$ cat src/rtl/rf68000_addsub_seq.sv
// rf68000_addsub_seq
// Multi-precision ADD/SUB/ADDX/SUBX sequencer built around one 8-bit
// add/subtract slice. Operands are latched at start and processed one byte
// per clock, least significant byte first, with the carry (or borrow)
// chained between bytes. 68000-style C, V, Z, N and X flags are produced
// together with the result on the single clock that enters DONE.

module rf68000_addsub_seq (
   input  logic        clk_i,
   input  logic        rst_i,
   input  logic        start_i,
   input  logic        op_i,
   input  logic [1:0]  size_i,
   input  logic        ext_i,
   input  logic        x_i,
   input  logic        z_i,
   input  logic [31:0] a_i,
   input  logic [31:0] b_i,
   output logic        busy_o,
   output logic        done_o,
   output logic [31:0] res_o,
   output logic        c_o,
   output logic        v_o,
   output logic        z_o,
   output logic        n_o,
   output logic        x_o
);

   typedef enum logic [1:0] {
      IDLE = 2'd0,
      RUN  = 2'd1,
      DONE = 2'd2
   } state_t;

   state_t      state_q, state_d;

   // Latched operation context
   logic        op_q,    op_d;
   logic [1:0]  last_q,  last_d;
   logic [31:0] a_q,     a_d;
   logic [31:0] b_q,     b_d;

   // Byte sequencing and running accumulators
   logic [1:0]  k_q,     k_d;
   logic        carry_q, carry_d;
   logic [31:0] acc_q,   acc_d;
   logic        zacc_q,  zacc_d;

   // Visible result and flags
   logic [31:0] res_q,   res_d;
   logic        c_q,     c_d;
   logic        v_q,     v_d;
   logic        z_q,     z_d;
   logic        n_q,     n_d;

   // Slice inputs and outputs
   logic [7:0]  a_byte;
   logic [7:0]  b_byte;
   logic [8:0]  sum_add;
   logic [8:0]  sum_sub;
   logic [8:0]  sum9;
   logic [7:0]  slice_r;
   logic        slice_cout;
   logic        slice_v;
   logic        slice_zero;
   logic [31:0] acc_new;
   logic        last_byte;

   // Pick the operand byte pair addressed by the current byte index
   always_comb begin
      a_byte = 8'h00;
      b_byte = 8'h00;
      case (k_q)
         2'd0: begin
            a_byte = a_q[7:0];
            b_byte = b_q[7:0];
         end
         2'd1: begin
            a_byte = a_q[15:8];
            b_byte = b_q[15:8];
         end
         2'd2: begin
            a_byte = a_q[23:16];
            b_byte = b_q[23:16];
         end
         default: begin
            a_byte = a_q[31:24];
            b_byte = b_q[31:24];
         end
      endcase
   end

   // The shared 8-bit slice: 9-bit add or subtract, bit 8 is carry or borrow.
   // For subtraction a 9-bit wrap leaves bit 8 set exactly when a-b-bin < 0.
   always_comb begin
      sum_add    = {1'b0, a_byte} + {1'b0, b_byte} + {8'h00, carry_q};
      sum_sub    = {1'b0, a_byte} - {1'b0, b_byte} - {8'h00, carry_q};
      sum9       = op_q ? sum_sub : sum_add;
      slice_r    = sum9[7:0];
      slice_cout = sum9[8];
      slice_zero = (slice_r == 8'h00);
      if (op_q) begin
         slice_v = (a_byte[7] ^ b_byte[7]) & (a_byte[7] ^ slice_r[7]);
      end else begin
         slice_v = ~(a_byte[7] ^ b_byte[7]) & (a_byte[7] ^ slice_r[7]);
      end
   end

   // Merge the slice result into the accumulator, which starts as a copy of
   // the destination so bytes above the operand size are preserved
   always_comb begin
      acc_new = acc_q;
      case (k_q)
         2'd0:    acc_new[7:0]   = slice_r;
         2'd1:    acc_new[15:8]  = slice_r;
         2'd2:    acc_new[23:16] = slice_r;
         default: acc_new[31:24] = slice_r;
      endcase
      last_byte = (k_q == last_q);
   end

   // Next-state and datapath update for the IDLE -> RUN -> DONE sequence
   always_comb begin
      state_d = state_q;
      op_d    = op_q;
      last_d  = last_q;
      a_d     = a_q;
      b_d     = b_q;
      k_d     = k_q;
      carry_d = carry_q;
      acc_d   = acc_q;
      zacc_d  = zacc_q;
      res_d   = res_q;
      c_d     = c_q;
      v_d     = v_q;
      z_d     = z_q;
      n_d     = n_q;

      case (state_q)
         IDLE: begin
            if (start_i) begin
               op_d    = op_i;
               a_d     = a_i;
               b_d     = b_i;
               acc_d   = a_i;
               k_d     = 2'd0;
               carry_d = ext_i & x_i;
               // Sticky Z for the extended forms simply starts from z_i
               zacc_d  = ext_i ? z_i : 1'b1;
               case (size_i)
                  2'b00:   last_d = 2'd0;
                  2'b01:   last_d = 2'd1;
                  default: last_d = 2'd3;
               endcase
               state_d = RUN;
            end
         end

         RUN: begin
            acc_d   = acc_new;
            carry_d = slice_cout;
            zacc_d  = zacc_q & slice_zero;
            k_d     = k_q + 2'd1;
            if (last_byte) begin
               res_d   = acc_new;
               c_d     = slice_cout;
               v_d     = slice_v;
               n_d     = slice_r[7];
               z_d     = zacc_q & slice_zero;
               state_d = DONE;
            end
         end

         DONE: begin
            state_d = IDLE;
         end

         default: begin
            state_d = IDLE;
         end
      endcase
   end

   // State and datapath registers with asynchronous clear
   always_ff @(posedge clk_i or posedge rst_i) begin
      if (rst_i) begin
         state_q <= IDLE;
         op_q    <= 1'b0;
         last_q  <= 2'd0;
         a_q     <= 32'h0;
         b_q     <= 32'h0;
         k_q     <= 2'd0;
         carry_q <= 1'b0;
         acc_q   <= 32'h0;
         zacc_q  <= 1'b0;
         res_q   <= 32'h0;
         c_q     <= 1'b0;
         v_q     <= 1'b0;
         z_q     <= 1'b0;
         n_q     <= 1'b0;
      end else begin
         state_q <= state_d;
         op_q    <= op_d;
         last_q  <= last_d;
         a_q     <= a_d;
         b_q     <= b_d;
         k_q     <= k_d;
         carry_q <= carry_d;
         acc_q   <= acc_d;
         zacc_q  <= zacc_d;
         res_q   <= res_d;
         c_q     <= c_d;
         v_q     <= v_d;
         z_q     <= z_d;
         n_q     <= n_d;
      end
   end

   assign busy_o = (state_q != IDLE);
   assign done_o = (state_q == DONE);
   assign res_o  = res_q;
   assign c_o    = c_q;
   assign v_o    = v_q;
   assign z_o    = z_q;
   assign n_o    = n_q;
   assign x_o    = c_q;

endmodule

$ cat config.mk
export PLATFORM = sky130hd
export DESIGN_NAME = rf68000_addsub_seq
export DESIGN_NICKNAME = d
export VERILOG_FILES = /design/src/rtl/rf68000_addsub_seq.sv
export SDC_FILE = /design/constraint.sdc
export NUM_CORES = 1
export LEC_CHECK = 0
export ABC_AREA = 1
export CAP_MARGIN = 20
export CORE_MARGIN = 2
export CORE_UTILIZATION = 55
export DETAILED_ROUTE_END_ITERATION = 10
export GPL_ROUTABILITY_DRIVEN = 0
export MAX_ROUTING_LAYER = met4
export PLACE_DENSITY = 0.84
export SYNTH_ARGS = -nofsm -noshare
export SYNTH_HDL_FRONTEND = slang
export SYNTH_SLANG_ARGS = --single-unit
$ cat constraint.sdc
create_clock -name clk_i -period 14.2 [get_ports clk_i]
set_input_delay 2.84 -clock clk_i [delete_from_list [all_inputs] [get_ports clk_i]]
set_output_delay 2.84 -clock clk_i [all_outputs]
set_load 0.01 [all_outputs]
Word-level counts from Yosys, hierarchy flattened
Cells that the tools add are included.
{"block": "totals", "register_bits": 141, "latchBits": 0, "ram_bits": 0, "rom_bits": 0, "inputBits": 73, "output_inout_bits": 39, "elab_cells": 66, "mem_count": 0}
{"block": "classes", "n_addsub": 5, "multipliers": 0, "div_mod_pow": 0, "order_cmp": 0, "n_eq_ne": 8, "shift": 0, "mux": 21, "bitwise_logic": 7, "reduce_logical": 11}
{"operator": "32-bit case mux with 2 select lines", "count": 1}
{"operator": "8-bit case mux with 3 select lines", "count": 2}
{"operator": "32-bit 2-to-1 mux", "count": 1}
{"operator": "8-bit 2-to-1 mux", "count": 4}
{"operator": "2-bit case mux with 2 select lines", "count": 3}
{"operator": "8-bit by 8-bit adder with 9-bit output", "count": 1}
{"operator": "9-bit by 1-bit adder with 9-bit output", "count": 1}
{"operator": "9-bit 2-to-1 mux", "count": 1}
{"operator": "8-bit by 8-bit subtractor with 9-bit output", "count": 1}
{"operator": "9-bit by 1-bit subtractor with 9-bit output", "count": 1}
{"operator": "8-bit zero test", "count": 1}
{"operator": "2-bit AND reduction", "count": 4}
{"operator": "2-bit by 1-bit == test with 1-bit output (second input constant)", "count": 3}
{"operator": "2-bit zero test", "count": 3}
{"operator": "2-bit 2-to-1 mux", "count": 3}
{"operator": "1-bit AND", "count": 4}
{"operator": "2-bit == test (second input constant)", "count": 2}
{"operator": "1-bit 2-to-1 mux", "count": 4}
{"operator": "2-bit != test (second input constant)", "count": 2}
{"operator": "1-bit case mux with 2 select lines", "count": 2}
{"operator": "2-bit nonzero test", "count": 2}
{"operator": "3-bit OR reduction", "count": 1}
{"operator": "2-bit by 1-bit adder with 2-bit output (second input constant)", "count": 1}
{"operator": "2-bit == test", "count": 1}
{"operator": "2 further kinds", "count": 3}

Logic depth before layout (Yosys ltp)
{"block": "logic_depth", "ltp_word": 8, "mapped_depth": 27, "mapped_depth_nobuf": 26}

Worst setup path before layout
OpenSTA, ideal clock, no wires.
{"block": "synth_path", "path_type": "input to register", "from": "input port start_i", "to": "register acc_q[23]", "setup_time_ns": 0.118, "arrival_time_ns": 3.758, "required_time_ns": 14.082, "setup_slack_ns": 10.324, "path_stages": 9, "cell_sequence": "inv_1 -> nor2_1 -> buf_2 -> nor2_1 -> inv_1 -> clkbuf_1 -> o21ai_0 -> inv_1 -> nand2_1"}
{"block": "synth_between", "elab_chain_len": 2}
{"element": "start, declared", "line_no": "11", "source": "input logic start_i,"}
{"element": "2-bit != test (no source line)"}
{"element": "2-bit AND reduction (no source line)"}
{"element": "end signal, assigned", "line_no": "194", "source": "acc_q <= 32'h0;"}
{"element": "end signal, assigned", "line_no": "209", "source": "acc_q <= acc_d;"}
{"element": "end, declared", "line_no": "46", "source": "logic [31:0] acc_q, acc_d;"}
No other way between the ends.
A chain may end at the register's enable or synchronous reset.

Worst setup path in the final report
{"block": "layout_path", "from": "input port start_i", "to": "register carry_q"}
{"block": "layout_between", "elab_chain_len": 2}
{"element": "2-bit != test (no source line)"}
{"element": "2-bit AND reduction (no source line)"}
{"element": "end signal, assigned", "line_no": "208", "source": "carry_q <= carry_d;"}
{"element": "end, declared", "line_no": "45", "source": "logic carry_q, carry_d;"}
No other way between the ends.

==> results.json <==
{
  "fmax_ghz": 0.195,
  "met1_usage_pct": 36.3,
  "end_kind": "flip-flop",
  "synth_xor_area_share_pct": 0.480,
  "synth_mux_area_share_pct": 0,
  "cts_tree": "done",
  "yosysMostFrequentCell": "nand2_1",
  "period_share_pct": 36.1,
  "fillerInstances": 1076,
  "synth_top_family_by_area": "simple AND/OR/NAND/NOR gates",
  "yosys.area.top_type": "dfrtp_1",
  "grt_pass1_wl_mm": 31.2,
  "crit_top_cell": "buf_4",
  "grt_busiest_layer": "met2",
  "synth_area_um2": 7300,
  "chipHeight_um": 119,
  "synth_fp_nets": 1054,
  "finalSetupViolCount": 0,
  "ys_async_sr_fraction_pct": 100,
  "yosys.area.top_type_share_pct": 48.3,
  "worstPathRequired_ps": 14570,
  "antenna_cells": 0,
  "max_stage_delay_ps": 600,
  "firstDrtPassIters": 5,
  "routedWlPerCell_um": 15.1,
  "hold_viol": 0,
  "seq_area_frac_synth_pct": 48.3,
  "synth.area.top_cells": "dfrtp_1, nand2_1, inv_1",
  "area_growth_syn_to_layout_pct": 24.3,
  "ys_types": 41,
  "cp_max_fo": 83,
  "route.detailed.drc": 0,
  "port_buffers": 111,
  "grt_usage_pct": 28.7,
  "crit_type": "primary input to flip-flop",
  "cts_buffers": 17,
  "start_util_pct": 55.8,
  "antenna_left": 0,
  "synth_simple_gate_area_share_pct": 27.8,
  "drive_above_1_share_pct": 5.38,
  "synth_compound_area_share_pct": 10.7,
  "synth-adder-area-share_pct": 5.00,
  "clkTransAtPathRegs_ps": 60,
  "crit_chain": "clkdlybuf4s50_1, inv_1, nor2_4, buf_4, clkinv_1, buf_4, nor2_1, a21oi_1, nand2_1",
  "die_area_um2": 14200,
  "layout.nets": 1148,
  "syn_inst": 953,
  "met3_usage_pct": 6.56,
  "core_area_um2": 13100,
  "synth-seq-cells": 141,
  "ctsResizeCount": 0,
  "status": "completed",
  "hpwl_mm": 12.8,
  "drt_iter0_markers": 851,
  "synth_common_cells": "nand2_1, dfrtp_1, inv_1",
  "clkSinkCount": 141,
  "min_path_type": "flip-flop to flip-flop",
  "die_w_um": 119,
  "h-tree-depth": 4,
  "grt_pass1_vias": 6541,
  "insertion_delay_ps": 430,
  "clock_skew_ps": 5.17,
  "synth-main-ff-cell": "dfrtp_1",
  "rsz0062_at_grt": "false",
  "vias": 6673,
  "ys_warn_count": 0,
  "drv_slew": 0,
  "fin_crit_ps": 5130,
  "tns_ps": 0,
  "cts_root_buffer": "clkbuf_16",
  "gr-usage-met2_pct": 44.9,
  "critPathTopFamily": "buffers and inverters",
  "relSlewSlack_pct": 29.7,
  "rows": 42,
  "cts_setup_buffers": 0,
  "cp_num_buf_inv": 5,
  "startpoint_type": "primary input",
  "synth-edff-count": 0,
  "postCtsHoldBufs": 0,
  "crit_slowest_cell": "buf_4",
  "worst_pin_slew_ps": 1050,
  "grt_start_max_net_pins": 90,
  "io-pin-count": 112,
  "arrival_ps": 5490,
  "via_per_inst": 5.40,
  "grt-ovfl-total": 0,
  "maxCapViolCount": 0,
  "grt_antenna_before_repair": 0,
  "synth_area_per_cell_um2": 7.66,
  "cts.path.max_buffers": 2,
  "drt-total-wl_mm": 18.7
}
==> stage by stage <==
stage	hold slack, ps	instance area, um^2	utilization (%)	worst slack [ps]	cells
2_1_floorplan	442	7300	-	7580	953
3_3_place_gp	454	8520	65.1	8760	1204
3_5_place_dp	459	8520	65.1	8680	1204
4_1_cts	473	9080	69.4	9090	1236
5_1_grt	492	9080	69.4	8850	1236
6_report	471	9080	69.4	9070	1236
==> worst min-delay path, stage by stage (launching register included) <==
cell and delay (ps):
dfrtp_1 340, nand2_1 50, nand2_1 50
==> worst paths after layout <==
path                       startpoint      end  cells after the start  slack, ps
max reg2reg                    k_q[0]      z_o                     26      10020
max                           start_i  carry_q                      9       9070
min                            b_q[3]   b_q[3]                      2        470
max in group asynchronous       rst_i   k_q[0]                      3      10090
min reg2reg                    b_q[3]   b_q[3]                      2        470
min in group asynchronous       rst_i   a_q[8]                      2       2930
==> cell families after synthesis <==
| kind of cell | after synthesis |
|---|---|
| and+or+nand+nor | 503 |
| buffers and inverters | 141 |
| DFF | 141 |
| AOI/OAI and AO/OA | 136 |
| adders and majority gates | 28 |
| xor gates and xnor gates | 4 |
==> placed cells by master (no fill, tap or decap), types with 2 or more instances in the layout <==
cell type	Yosys	layout
a21oi_1	18	18
a31oi_1	7	7
buf_4	3	8
clkbuf_1	25	6
clkbuf_16	0	17
clkbuf_8	0	4
clkdlybuf4s50_1	0	111
clkinv_2	0	2
dfrtp_1	141	141
fa_1	2	2
ha_1	26	26
inv_1	93	92
inv_2	2	2
nand2_1	404	404
nand2_2	8	8
nand3_1	44	44
nand3b_1	3	3
nand4_1	5	5
nor2_1	27	26
nor2_2	4	4
nor3_1	2	2
o211ai_1	14	14
o21ai_0	67	67
o21ai_1	4	4
o21bai_1	5	5
o221ai_1	3	3
o22ai_1	13	13
xnor2_1	3	3
==> area by class of cell <==
cell class | count | area, um^2 | area share (%)
clock inverters | 5 | 56.3 | 0.620
repair buffers | 119 | 1170 | 12.9
flip-flops and latches | 141 | 3530 | 38.9
multi-input cells | 671 | 3230 | 35.5
clock buffers | 27 | 503 | 5.54
inverters | 97 | 372 | 4.09
well taps | 176 | 220 | 2.43
==> routing by layer <==
metal | wire length, um | vias to the layer above
met2 | 8850 | 320
li1 | - | 3203
met5 | 0 | -
met1 | 7800 | 3107
met4 | 477 | 0
met3 | 1570 | 43
==> flip-flops by register name, indices dropped and copies added (netlist names) <==
signal,count
a_q,32
acc_q,32
b_q,32
res_o,32
k_q,2
last_q,2
state_q,2
c_o,1
carry_q,1
n_o,1
op_q,1
v_o,1
z_o,1
zacc_q,1
Power is not shown: default switching activity piles up to over one toggle a cycle in this logic, so the estimate is an artifact.
